===== src/rtl/store_merge_unit.sv =====
// ============================================================================
// store_merge_unit
// ----------------------------------------------------------------------------
// Turns byte, halfword and word store requests into full-word memory writes.
// Word stores are written directly. Byte and halfword stores read the target
// word, merge the new data into the addressed big-endian lane and write the
// merged word back. Reserved-size requests complete without memory access.
//
// Optional feature (macro STORE_ALIGN_CHECK_EN):
//   When defined, a halfword with addr[0]=1 or a word with addr[1:0]!=00
//   completes immediately with misalign=1 and performs no memory access.
//   When undefined, misalign is tied to 0 and the low address bits are
//   ignored for those sizes.
//
// Ports:
//   clk        in   1   clock, all state changes on rising edge
//   reset      in   1   synchronous active-high reset
//   st_valid   in   1   store request present
//   st_ready   out  1   request accepted this cycle when st_valid is high
//   st_size    in   2   00 byte, 01 half, 10 word, 11 reserved
//   st_addr    in  32   byte address
//   st_data    in  32   right-justified store data
//   mem_addr   out 30   word address of the latched request
//   mem_rd_en  out  1   word read strobe
//   mem_rdata  in  32   read data, valid the cycle after mem_rd_en
//   mem_wr_en  out  1   full-word write strobe
//   mem_wdata  out 32   word to write
//   done       out  1   one-cycle completion pulse
//   misalign   out  1   alignment fault, qualified by done
// ============================================================================
module store_merge_unit (
    input  logic        clk,
    input  logic        reset,
    input  logic        st_valid,
    output logic        st_ready,
    input  logic [1:0]  st_size,
    input  logic [31:0] st_addr,
    input  logic [31:0] st_data,
    output logic [29:0] mem_addr,
    output logic        mem_rd_en,
    input  logic [31:0] mem_rdata,
    output logic        mem_wr_en,
    output logic [31:0] mem_wdata,
    output logic        done,
    output logic        misalign
);

    typedef enum logic [2:0] {
        IDLE  = 3'd0,
        READ  = 3'd1,
        WAIT  = 3'd2,
        WRITE = 3'd3,
        FIN   = 3'd4
    } state_t;

    localparam logic [1:0] SIZE_BYTE = 2'b00;
    localparam logic [1:0] SIZE_HALF = 2'b01;
    localparam logic [1:0] SIZE_WORD = 2'b10;
    localparam logic [1:0] SIZE_RSVD = 2'b11;

    state_t      state;
    state_t      state_next;

    logic [31:0] addr_q;
    logic [1:0]  size_q;
    logic [31:0] data_q;
    logic [31:0] wdata_q;
    logic        accept;
    logic        bad_align;

`ifdef STORE_ALIGN_CHECK_EN
    logic        mis_q;
`endif

    // ------------------------------------------------------------------------
    // Lane merge: big-endian, byte offset 0 lands in bits [31:24].
    // ------------------------------------------------------------------------
    function automatic logic [31:0] merge_word(
        input logic [31:0] old_word,
        input logic [1:0]  offset,
        input logic [1:0]  size,
        input logic [31:0] data
    );
        logic [31:0] w;
        w = old_word;
        if (size == SIZE_BYTE) begin
            case (offset)
                2'd0:    w[31:24] = data[7:0];
                2'd1:    w[23:16] = data[7:0];
                2'd2:    w[15:8]  = data[7:0];
                default: w[7:0]   = data[7:0];
            endcase
        end else begin
            if (offset[1] == 1'b0) begin
                w[31:16] = data[15:0];
            end else begin
                w[15:0]  = data[15:0];
            end
        end
        return w;
    endfunction

    assign accept = st_valid && st_ready;

`ifdef STORE_ALIGN_CHECK_EN
    assign bad_align = ((st_size == SIZE_HALF) && st_addr[0]) ||
                       ((st_size == SIZE_WORD) && (st_addr[1:0] != 2'b00));
`else
    assign bad_align = 1'b0;
`endif

    // ------------------------------------------------------------------------
    // State and request registers
    // ------------------------------------------------------------------------
    always_ff @(posedge clk) begin
        if (reset) begin
            state   <= IDLE;
            addr_q  <= '0;
            size_q  <= '0;
            data_q  <= '0;
            wdata_q <= '0;
`ifdef STORE_ALIGN_CHECK_EN
            mis_q   <= 1'b0;
`endif
        end else begin
            state <= state_next;
            if (accept) begin
                addr_q  <= st_addr;
                size_q  <= st_size;
                data_q  <= st_data;
                // Word stores write the request data as-is; sub-word
                // stores overwrite this with the merged word in WAIT.
                wdata_q <= st_data;
`ifdef STORE_ALIGN_CHECK_EN
                mis_q   <= bad_align;
`endif
            end
            if (state == WAIT) begin
                wdata_q <= merge_word(mem_rdata, addr_q[1:0], size_q, data_q);
            end
        end
    end

    // ------------------------------------------------------------------------
    // Next state and outputs. All outputs are forced low while reset is high
    // so a request in flight never produces a strobe on the reset cycle.
    // ------------------------------------------------------------------------
    always_comb begin
        state_next = state;
        st_ready   = 1'b0;
        mem_rd_en  = 1'b0;
        mem_wr_en  = 1'b0;
        done       = 1'b0;
        misalign   = 1'b0;
        mem_addr   = '0;
        mem_wdata  = '0;

        case (state)
            IDLE: begin
                if (accept) begin
                    if ((st_size == SIZE_RSVD) || bad_align) begin
                        state_next = FIN;
                    end else if (st_size == SIZE_WORD) begin
                        state_next = WRITE;
                    end else begin
                        state_next = READ;
                    end
                end
            end
            READ:    state_next = WAIT;
            WAIT:    state_next = WRITE;
            WRITE:   state_next = IDLE;
            FIN:     state_next = IDLE;
            default: state_next = IDLE;
        endcase

        if (!reset) begin
            st_ready  = (state == IDLE);
            mem_rd_en = (state == READ);
            mem_wr_en = (state == WRITE);
            done      = (state == WRITE) || (state == FIN);
            mem_addr  = addr_q[31:2];
            mem_wdata = wdata_q;
`ifdef STORE_ALIGN_CHECK_EN
            misalign  = (state == FIN) && mis_q;
`endif
        end
    end

endmodule

===== config.mk =====
export PLATFORM = sky130hd
export DESIGN_NAME = store_merge_unit
export DESIGN_NICKNAME = d
export VERILOG_FILES = /design/src/rtl/store_merge_unit.sv
export SDC_FILE = /design/constraint.sdc
export NUM_CORES = 1
export LEC_CHECK = 0
export CORE_MARGIN = 4
export CORE_UTILIZATION = 50
export CTS_CLUSTER_SIZE = 10
export DETAILED_ROUTE_END_ITERATION = 8
export DONT_BUFFER_PORTS = 1
export GPL_TIMING_DRIVEN = 0
export PLACE_DENSITY_LB_ADDON = 0.1
export SYNTH_ARGS = -nofsm -noshare
export SYNTH_HDL_FRONTEND = slang
export SYNTH_SLANG_ARGS = --single-unit

===== constraint.sdc =====
create_clock -name clk -period 2.55 [get_ports clk]
set_clock_uncertainty 0.1 [all_clocks]
set_input_delay 0.1275 -clock clk [delete_from_list [all_inputs] [get_ports clk]]
set_output_delay 0.1275 -clock clk [all_outputs]
set_load 0.01 [all_outputs]

After elaboration in Yosys (flattened, before gate mapping)
Index checks and enable logic that the tools add are counted.
- add/sub/neg operators: 0
- $mul: 0
- divide/modulo/power cells: 0
- $lt $le $gt $ge: 0
- eq/ne operators: 9
- shifts and indexed selects: 0
- multiplexer cells: 19
- bitwise logic cells: 0
- reductions and logical operators: 7
- operators by type and width (cell ; number):
    two-way mux 32 bit ; 4
    two-way mux 16 bit ; 2
    two-way mux 8 bit ; 4
    two-way mux 30 bit ; 1
    one-hot mux 3 bit (3 select lines) ; 1
    equality test 2 bit, second input constant ; 3
    equality test 3 x 2 -> 1 bit, second input constant ; 2
    two-way mux 3 bit ; 2
    logical NOT 2 bit ; 2
    two-way mux 1 bit ; 4
    equality test 3 x 1 -> 1 bit, second input constant ; 1
    equality test 3 bit, second input constant ; 1
    logical NOT 3 bit ; 1
    OR reduction 3 bit ; 1
    equality test 2 x 1 -> 1 bit, second input constant ; 1
    two-way mux 2 bit ; 1
    != test 2 bit, second input constant ; 1
    nonzero test 2 bit ; 1
    logical AND 1 bit ; 1
    logical OR 1 bit ; 1
- register bits: 85
- bits in latches: 0
- bits in writable memories: 0
- bits in read-only memories: 0
- word-level logic and storage cells: 40
- memories kept: 0

Depth between registers and ports, before layout
Gate-level depths: netlist (run 1).
- depth in word-level cells: 5
- mapped depth: 8

Worst setup path after synthesis (run 1)
OpenSTA, ideal clock, no wires.
- path kind: flip-flop to flip-flop
- start: reg state[2]
- end: reg addr_q[10]
- setup time: 0.123 ns
- arrival time: 1.767 ns
- required time: 2.327 ns
- setup slack: 0.560 ns
- stages on the path, launching flop included: 8
- buffers on the path: 3
- period minus slack after synthesis: 1.990 ns
- path through: dfxtp_1 > or3b_1 > buf_2 > or2_1 > buf_4 > nor2_8 > buf_12 > mux2_1
- cells in the longest elaborated chain, start to end: 3
- RTL lines (element ; RTL line ; source):
    start: declaration ; 61 ; state_t state;
    start signal: assignment ; 126 ; state <= state_next;
    logical NOT 3 bit ; 178 ; st_ready = (state == IDLE);
    two-way mux 1 bit ; 177 ; if (!reset) begin
    logical AND 1 bit ; 103 ; assign accept = st_valid && st_ready;
    end signal: assignment ; 128 ; addr_q <= st_addr;
    end: declaration ; 64 ; logic [31:0] addr_q;
Every way passes these cells.
A chain may end at the register's enable or synchronous reset.

Final worst setup path (run 1)
- start: reg state[0]
- end: out done
- cells in the longest elaborated chain, start to end: 3
- RTL lines (element ; RTL line ; source):
    equality test 3 x 2 -> 1 bit / equality test 3 bit (equally long branches) ; 181 ; done = (state == WRITE) || (state == FIN);
    logical OR 1 bit * ; 181 ;
    two-way mux 1 bit * ; 177 ;
    end: declaration ; 44 ; output logic done,
Mark *: on every way between the ends. The rest lies on a longest branch, timed or not.

==> impl_metrics.yaml, run 1 <==
setup_path:
  r2r_cells: 7
  cp-startpoint: "state[0]"
  critical_path_required_ns: 2.32
  crit_type: "register to output pin"
  cp_max_fo: 10
  end_kind: "output pin"
  reg2reg_slack_ns: 0.30
  r2r_end: "addr_q[21]"
  r2r-start: "state[2]"
  cp_data_arrival_time_ns: 2.11
  cp-start-kind: "register"
  endpoint: "done"
routing:
  detail_route.wl_per_cell_um: 19.03
  vias: 4492
  postRouteAntennaNets: 0
  drc: 0
  drtPass1Iterations: 6
  drt_iter0_drc: 328
  finalWirelength_um: 14220
  vias_per_cell: 6.013
final_layout:
  areaGrowthSynthToFinish_pct: 26.43
  fin_nets: 738
  final_cell_mix: "88 x a21oi_1, 85 x dfxtp_1, 83 x dlygate4sd3_1"
  final_common_cell: "a21oi_1"
  drive_above_1_share_pct: 4.212
sta:
  post-route-period-util_pct: 91.66
  max_freq_mhz: 427.8
  setup_viol: 0
  tightest_slew_ns: 0.8586
  hold_viol: 0
  hold_ws_ns: 0.02545
  tns_ns: 0
  grt_setup_unrepaired: "no"
  relSlewSlack_pct: 42.24
  period_needed_ns: 2.337
  slew_violations: 0
floorplan:
  coreArea_sq_um: 8341
  die-area_sq_um: 10300
  start_util_pct: 52.39
  placementRows: 33
  die_w_um: 101.5
  ioPinCount: 168
  dieHeight_um: 101.5
synth:
  ys_seq_area_share_pct: 38.95
  ys_warn_count: 0
  netlist_area_sq_um: 4369
  ys_types: 33
  async_reset_ff_share_pct: 0
  synth_area_per_cell_sq_um: 8.046
  ys_seq_elements: 85
  synth_nets: 644
  syn_inst: 543
  synthFlopType: "dfxtp_1"
  synth_edf_count: 0
clock_network:
  h-tree-depth: 3
  clk_path_buf_depth: 2
  cts_setup_buffers: 0
  cts_buffers: 9
  cts_tree: "yes"
  clock_sinks: 85
  clk-insertion-delay-late_ns: 0.35
  clk_pin_slew_ns: 0.09
  cts_root_buffer: "clkbuf_8"
power:
  power.density_nw_per_um2: 606.3
  p_leak_nw: 2.235
  irDropWorstVdd_mv: 0.3248
flow_run:
  drv_cap: 0
global_route:
  grt_max_degree: 15
  grt_pass1_vias: 4461
  grt.overflow.total: 0
  grt_pass1_wl_um: 22160
  antenna_found_initial: 0
  grt.total_usage_pct: 27.16
run_status:
  outcome: "complete, no violations"
placed_design:
  dpl.hpwl_um: 9897
  gp_congestion: 0.8876
  port_buffers: 0
hold_path:
  hp-class: "input pin to register"
[worst max-delay path, cell delays in order, from the launching register on]
cell	delay, ns
dfxtp_1	0.44
clkbuf_1	0.42
clkbuf_2	0.33
nand2_1	0.13
nor2_1	0.13
a21oi_1	0.06
nor2_1	0.25
[synth_stat cells (2+ instances only)]
| cell type | n | share of area (%) |
|---|---|---|
| or4_1 | 8 | 1.4 |
| a211oi_1 | 7 | 1.2 |
| nor2_1 | 43 | 3.7 |
| nor2b_1 | 63 | 9.0 |
| nor3_1 | 21 | 2.4 |
| o21ai_0 | 24 | 2.7 |
| buf_2 | 2 | 0.23 |
| buf_4 | 2 | 0.34 |
| buf_1 | 6 | 0.52 |
| or3_1 | 8 | 1.1 |
| or2_2 | 2 | 0.29 |
| o32ai_1 | 8 | 1.6 |
| o221ai_1 | 16 | 3.2 |
| inv_1 | 2 | 0.17 |
| buf_12 | 3 | 1.4 |
| o211a_1 | 8 | 1.8 |
| clkbuf_1 | 39 | 3.4 |
| a21oi_1 | 88 | 10 |
| o22a_1 | 7 | 1.4 |
| or3b_1 | 2 | 0.40 |
| nand2_1 | 59 | 5.1 |
| mux2_1 | 30 | 7.7 |
| dfxtp_1 | 85 | 39 |
[sequential cells by signal (all words and copies together) (netlist names)]
name,flops
data_q,16
wdata_q,32
state,3
addr_q,32
size_q,2
[layout make-up]
cell class | instances | area (sq um)
antenna | 1 | 2.502
buffer | 53 | 260.3
clock buffer | 9 | 123.9
clock inverter | 6 | 65.06
fill | 703 | 2816
inverter | 2 | 7.507
multi-input combinational | 403 | 2401
sequential | 85 | 1702
tap | 105 | 131.4
timing repair buffer | 83 | 830.8
[power breakdown]
group | internal, mW | switching [mW] | leakage [nW] | total [mW]
combinational | 0.364 | 0.490 | 1.44 | 0.853
clock | 0.447 | 0.499 | 0.0951 | 0.946
sequential | 1.47 | 0.0837 | 0.701 | 1.55
[routing by layer]
metal / track usage, % / wire length [um] / vias up
li1: - / - / 2100
met1: 34.34 / 5966 / 2120
met2: 45.12 / 6638 / 244
met3: 6.612 / 1321 / 28
met4: 9.714 / 290 / 0
met5: 0 / 0 / -
[through the flow]
step                      power (mW)  area (sq um)  cells  util, %  setup WS, ns
after floorplan                2.120          4369    543        -        0.5601
after global placement         2.284          4501    648    53.96        0.3934
after detailed placement       2.305          4501    648    53.96        0.3844
after CTS                      3.343          5520    746    66.19        0.1208
after global routing           3.515          5522    746    66.20        0.1068
final                          3.349          5524    747    66.23        0.2125
[cell families after synthesis]
group	Yosys count	synth area share [%]
buffers and inverters	55	6.100
AO/OA/AOI/OAI	160	22.48
AND/OR/NAND/NOR	212	24.66
other	1	0.08583
multiplexers	30	7.732
flip-flops	85	38.95
[worst min path at each step]
stage | startpoint | to | slack, ns | cells after the start
5_1_grt | st_data[9] | wdata_q[9] | 0.06 | 3
4_1_cts | st_data[9] | wdata_q[9] | 0.003 | 3
2_1_floorplan | st_addr[10] | addr_q[10] | 0.16 | 1
3_5_place_dp | st_addr[15] | addr_q[15] | 0.16 | 1
6_report | st_data[9] | wdata_q[9] | 0.03 | 3
3_3_place_gp | st_addr[3] | addr_q[3] | 0.16 | 1
[timing repair]
action | in CTS | in global routing
hold buffers | 83 | 0
setup endpoints to repair | 0 | 1
endpoints found under the hold margin | 85 | 0
resized for setup | 0 | 1
Power figures use the tool's default switching activity.
==> inputs of run 2 (changes only) <==
--- a/config.mk
+++ b/config.mk
@@ -5,6 +5,7 @@
 export SDC_FILE = /design/constraint.sdc
 export NUM_CORES = 1
 export LEC_CHECK = 0
+export ABC_AREA = 1
 export CORE_MARGIN = 4
 export CORE_UTILIZATION = 50
 export CTS_CLUSTER_SIZE = 10
==> impl_metrics.yaml, run 2 <==
run_status:
  outcome: "complete, no violations"
power:
  p_sw_share_pct: 33.22
  p_comb_share_pct: 26.7
  power.density_nw_per_um2: 600.0
  p_int_mw: 2.465
  p_sw_mw: 1.227
  p_leak_nw: 2.893
  seqPwrFrac_pct: 41.4
  p_clk_share_pct: 31.9
  irDropWorstVdd_mv: 0.2928
final_layout:
  fin_nets: 1050
  utilization_pct: 62.67
  final_common_cell: "nand2_1"
  num-fill-cells: 970
  final_cell_mix: "233 x nand2_1, 134 x inv_1, 132 x nor2_1"
  areaGrowthSynthToFinish_pct: 21.88
  drive_above_1_share_pct: 5.876
  reg.largest.list: "addr_q (32), wdata_q (32), data_q (16)"
hold_path:
  hold_path.startpoint: "mem_rdata[13]"
  holdPathEnd: "wdata_q[13]"
  hp-class: "input pin to register"
  worstHoldPathCells: 6
setup_path:
  cp-startpoint: "state[0]"
  cp_slowest_cell: "dlygate4sd3_1"
  reg2reg_slack_ns: 0.38
  critPathBufInv: 2
  worstPathCellList: "nor2_4 -> nand2_2 -> clkbuf_1 -> a21oi_1 -> nand2_1 -> nand2_1 -> dlygate4sd3_1 -> nor2_1"
  end_kind: "register"
  cp_data_arrival_time_ns: 2.38
  max_stage_delay_ns: 0.55
  r2r-start: "state[0]"
  r2r_cells: 8
  r2r_end: "wdata_q[21]"
  cp_max_fo: 10
  critical_path_required_ns: 2.76
  path_common_cell: "nand2_1"
  cp-start-kind: "register"
  crit_type: "register to register"
  crit_family: "buffers and inverters"
synth:
  syn_inst: 868
  synthFlopType: "dfxtp_1"
  ys_types: 24
  yosysMostFrequentCell: "nand2_1"
  synth_common_cells: "233 x nand2_1, 134 x inv_1, 132 x nor2_1"
  ys_seq_area_share_pct: 33.71
  netlist_area_sq_um: 5049
  ys_warn_count: 0
  synth_edf_count: 0
  ys_seq_elements: 85
  yosys.area.top_type: "dfxtp_1"
  synthTopCellsByArea: "dfxtp_1 34%, nand2_1 17%, inv_1 10%"
  synth_nets: 969
  synth_area_per_cell_sq_um: 5.816
  yosysTopAreaCellShare_pct: 33.71
  async_reset_ff_share_pct: 0
global_route:
  grt_max_degree: 15
  use_met1_pct: 36.92
  grt.overflow.total: 0
  grt.total_usage_pct: 28.49
  grt_pass1_vias: 5356
  antenna_found_initial: 0
  grt.busiest_layer: "met2"
  grt_pass1_wl_um: 26420
  use_met3_pct: 6.925
  use_met2_pct: 45.85
placed_design:
  port_buffers: 0
  dpl.hpwl_um: 12000
  gp_congestion: 0.9122
routing:
  postRouteAntennaNets: 0
  vias_per_cell: 5.132
  drtPass1Iterations: 5
  drt_iter0_drc: 464
  finalWirelength_um: 16830
  vias: 5578
  drc: 0
  detail_route.wl_per_cell_um: 15.48
sta:
  period_needed_ns: 2.167
  slew_violations: 0
  hold_ws_ns: 0.009707
  hold_viol: 0
  post-route-period-util_pct: 84.97
  grt_setup_unrepaired: "no"
  setup_viol: 0
  max_freq_mhz: 461.5
  tns_ns: 0
  tightest_slew_ns: 0.6832
  relSlewSlack_pct: 54.46
clock_network:
  h-tree-depth: 3
  cts_buffers: 9
  clk_pin_slew_ns: 0.09
  clock_sinks: 85
  clk-insertion-delay-late_ns: 0.37
  clk_path_buf_depth: 2
  cts_tree: "yes"
  cts_setup_buffers: 0
  cts_resized: 0
  cts_hold_buf: 70
  cts_root_buffer: "clkbuf_8"
floorplan:
  die_w_um: 108.5
  dieHeight_um: 108.5
  die-area_sq_um: 11770
  placementRows: 36
  coreArea_sq_um: 9819
  ioPinCount: 168
  start_util_pct: 51.41
flow_run:
  drv_cap: 0
==> run 2: cell types whose count changed after synthesis, sizes merged, moves of 22 or more <==
cell	change
nand2	+177
nand3	+85
buf	+22
nor2b	-63
nor2	+91
o21ai	+41
inv	+136
a21oi	-30
mux2	-30
==> run 2: logic make-up (layout without fill, tap and decap cells) <==
| group | after synthesis | after routing | share of synthesized area (%) |
|---|---|---|---|
| AND/OR/NAND/NOR | 458 | 458 | 36.98 |
| buffers and inverters | 192 | 277 | 15.74 |
| AO/OA/AOI/OAI | 132 | 132 | 13.51 |
| flip-flops | 85 | 85 | 33.71 |
| other | 1 | 2 | 0.07428 |
==> run 2: per-stage QoR <==
| stage | setup slack [ns] | instances | total power [mW] | area [sq um] |
|---|---|---|---|---|
| floorplan | 1.248 | 868 | 2.221 | 5049 |
| global placement | 0.9441 | 1001 | 2.400 | 5215 |
| detailed placement | 0.8912 | 1001 | 2.429 | 5215 |
| CTS | 0.4494 | 1086 | 3.683 | 6151 |
| global route | 0.2444 | 1086 | 3.897 | 6151 |
| finish | 0.3832 | 1087 | 3.692 | 6153 |
==> run 2: cell type report <==
class                           count  area (sq um)  area share, %
Clock buffer                       10         127.6          2.074
Inverter                          138         518.0          8.418
Multi-Input combinational cell    591          2552          41.48
Sequential cell                    85          1702          27.65
Buffer                             54         276.5          4.494
Timing Repair Buffer               70         700.7          11.39
Tap cell                          133         166.4          2.704
Antenna cell                        1         2.502        0.04067
Clock inverter                      5         107.6          1.749
==> run 2: power by group through the flow <==
stage               Combinational [mW]  Clock (mW)  Sequential (mW)
floorplan                        0.680           0             1.54
global placement                 0.848           0             1.55
detailed placement               0.873           0             1.56
CTS                              0.970        1.19             1.52
global route                      1.11        1.24             1.54
finish                           0.986        1.18             1.53
==> run 2: layer usage <==
layer,up-vias,share of wire (%)
met2,267,45
met5,-,0
met4,0,2.4
met3,37,9.1
li1,2821,-
met1,2453,43
==> run 2: worst max path at each step <==
stage | endpoint | slack, ns | cells past startpoint
floorplan | addr_q[12] | 1.25 | 6
global placement | wdata_q[3] | 0.94 | 6
detailed placement | wdata_q[10] | 0.89 | 6
CTS | wdata_q[21] | 0.45 | 8
global route | wdata_q[21] | 0.24 | 8
finish | wdata_q[21] | 0.38 | 8
==> run 2: worst min-delay path: cells and delay by family <==
family,cells,cell delay (ns)
simple gates,5,0.30
buf+inv,1,0.03
==> inputs of run 3 (changes only) <==
==> constraint.sdc (replaced) <==
create_clock -name clk -period 1.9 [get_ports clk]
set_clock_uncertainty 0.1 [all_clocks]
set_input_delay 0.095 -clock clk [delete_from_list [all_inputs] [get_ports clk]]
set_output_delay 0.095 -clock clk [all_outputs]
set_load 0.01 [all_outputs]
==> impl_metrics.yaml, run 3 (synthesis gave the netlist of run 2 again) <==
clock_network:
  cts_setup_buffers: 0
  clock_sinks: 85
  clk_path_buf_depth: 2
  clk_pin_slew_ns: 0.09
  cts_root_buffer: "clkbuf_8"
  cts_buffers: 9
  cts_tree: "yes"
  clk-insertion-delay-late_ns: 0.38
  h-tree-depth: 3
floorplan:
  ioPinCount: 168
  placementRows: 36
  dieHeight_um: 108.5
  coreArea_sq_um: 9819
  die_w_um: 108.5
  start_util_pct: 51.41
  die-area_sq_um: 11770
placed_design:
  gp_congestion: 0.9122
  dp.cells: 1001
  port_buffers: 0
  dpl.hpwl_um: 12000
sta:
  setup_viol: 0
  period_needed_ns: 1.812
  post-route-period-util_pct: 95.37
  tns_ns: 0
  relSlewSlack_pct: 56.18
  tightest_slew_ns: 0.6573
  grt_setup_unrepaired: "no"
  slew_violations: 0
  hold_ws_ns: -0.0004373
  max_freq_mhz: 551.9
  hold_viol: 1
global_route:
  grt.total_usage_pct: 29.23
  grt.overflow.total: 0
  grt_max_degree: 15
  antenna_found_initial: 0
  grt_pass1_wl_um: 27220
  grt_pass1_vias: 5488
hold_path:
  hold_path.startpoint: "mem_rdata[21]"
  worstHoldPathCells: 6
  hp-class: "input pin to register"
  holdPathEnd: "wdata_q[21]"
final_layout:
  drive_above_1_share_pct: 5.791
  final_common_cell: "nand2_1"
  areaGrowthSynthToFinish_pct: 24.66
  fin_nets: 1064
  reg.largest.list: "addr_q (32), wdata_q (32), data_q (16)"
  final_cell_mix: "233 x nand2_1, 134 x inv_1, 132 x nor2_1"
  instances_no_fill: 1101
  num-fill-cells: 956
flow_run:
  drv_cap: 0
run_status:
  failed_checks: "hold timing"
  outcome: "finished, violations left"
setup_path:
  cp_max_fo: 10
  end_kind: "register"
  crit_type: "register to register"
  r2r_cells: 6
  critical_path_required_ns: 2.12
  reg2reg_slack_ns: 0.09
  cp_data_arrival_time_ns: 2.03
  r2r_end: "state[2]"
  max_stage_delay_ns: 0.57
  cp_slowest_cell: "dlygate4sd3_1"
  cp-start-kind: "register"
  worstPathCellList: "nor2_4 -> nand3_4 -> inv_2 -> nand2_1 -> dlygate4sd3_1 -> nor2_1"
  r2r-start: "state[2]"
routing:
  finalWirelength_um: 17180
  postRouteAntennaNets: 0
  drtPass1Iterations: 7
  drt_iter0_drc: 501
  detail_route.wl_per_cell_um: 15.60
  drc: 0
  vias_per_cell: 5.144
  vias: 5663
power:
  p_leak_nw: 2.944
  power.density_nw_per_um2: 794.1
  irDropWorstVdd_mv: 0.3941
  p_total_mw: 4.998
## run 3: cell count changes in the layout (fill, tap and decap cells not counted)
| cell | before | now |
|---|---|---|
| dlygate4sd3_1 | 70 | 84 |
## run 3: worst max-delay path: cells and delay by family (launching register included)
kind | cells | cell delay (ns)
buffers and inverters | 2 | 0.75
DFF | 1 | 0.37
and+or+nand+nor | 4 | 0.53
## run 3: how the worst max path moves through the flow
stage                         from          end  slack [ns]  depth (start not counted)
after floorplan           state[2]   addr_q[12]        0.60                          6
after global placement    state[0]   wdata_q[3]        0.29                          6
after detailed placement  state[0]  wdata_q[10]        0.24                          6
after CTS                 state[2]    data_q[0]        0.13                          6
after global routing      state[2]  wdata_q[14]       0.003                          6
final                     state[2]     state[2]        0.09                          6
## run 3: routing by layer
layer | share of wire (%) | vias to the layer above | track usage [%]
li1 | - | 2851 | -
met1 | 43 | 2496 | 38.24
met2 | 46 | 280 | 47.57
met3 | 9.0 | 36 | 6.209
met4 | 2.0 | 0 | 10.37
met5 | 0 | - | 0
## run 3: through the flow
step / utilization [%] / setup WS [ns] / hold WS, ns / cell area, sq um
3_3_place_gp: 53.11 / 0.2941 / 0.1445 / 5215
3_5_place_dp: 53.11 / 0.2412 / 0.1506 / 5215
6_report: 64.09 / 0.08803 / -0.0004373 / 6294
2_1_floorplan: - / 0.5978 / 0.1379 / 5049
5_1_grt: 64.07 / 0.003340 / 0.03838 / 6291
4_1_cts: 64.07 / 0.1291 / 0.0001749 / 6291
## run 3: timing repair
item                      CTS  global route
resized for setup           0             0
hold endpoints to repair   85             0
hold buffers               84             0
## run 3: final cells by class
class / count / area, sq um / share of cell area (%)
multi-input combinational: 591 / 2552 / 40.56
timing repair buffer: 84 / 840.8 / 13.36
sequential: 85 / 1702 / 27.04
clock inverter: 5 / 107.6 / 1.710
clock buffer: 10 / 127.6 / 2.028
tap: 133 / 166.4 / 2.644
buffer: 54 / 276.5 / 4.394
antenna: 1 / 2.502 / 0.03976
inverter: 138 / 518.0 / 8.231
## run 3: report_power, final
part,internal (mW),switching (mW)
logic,0.481,0.872
clock network,0.877,0.717
registers,1.97,0.0831
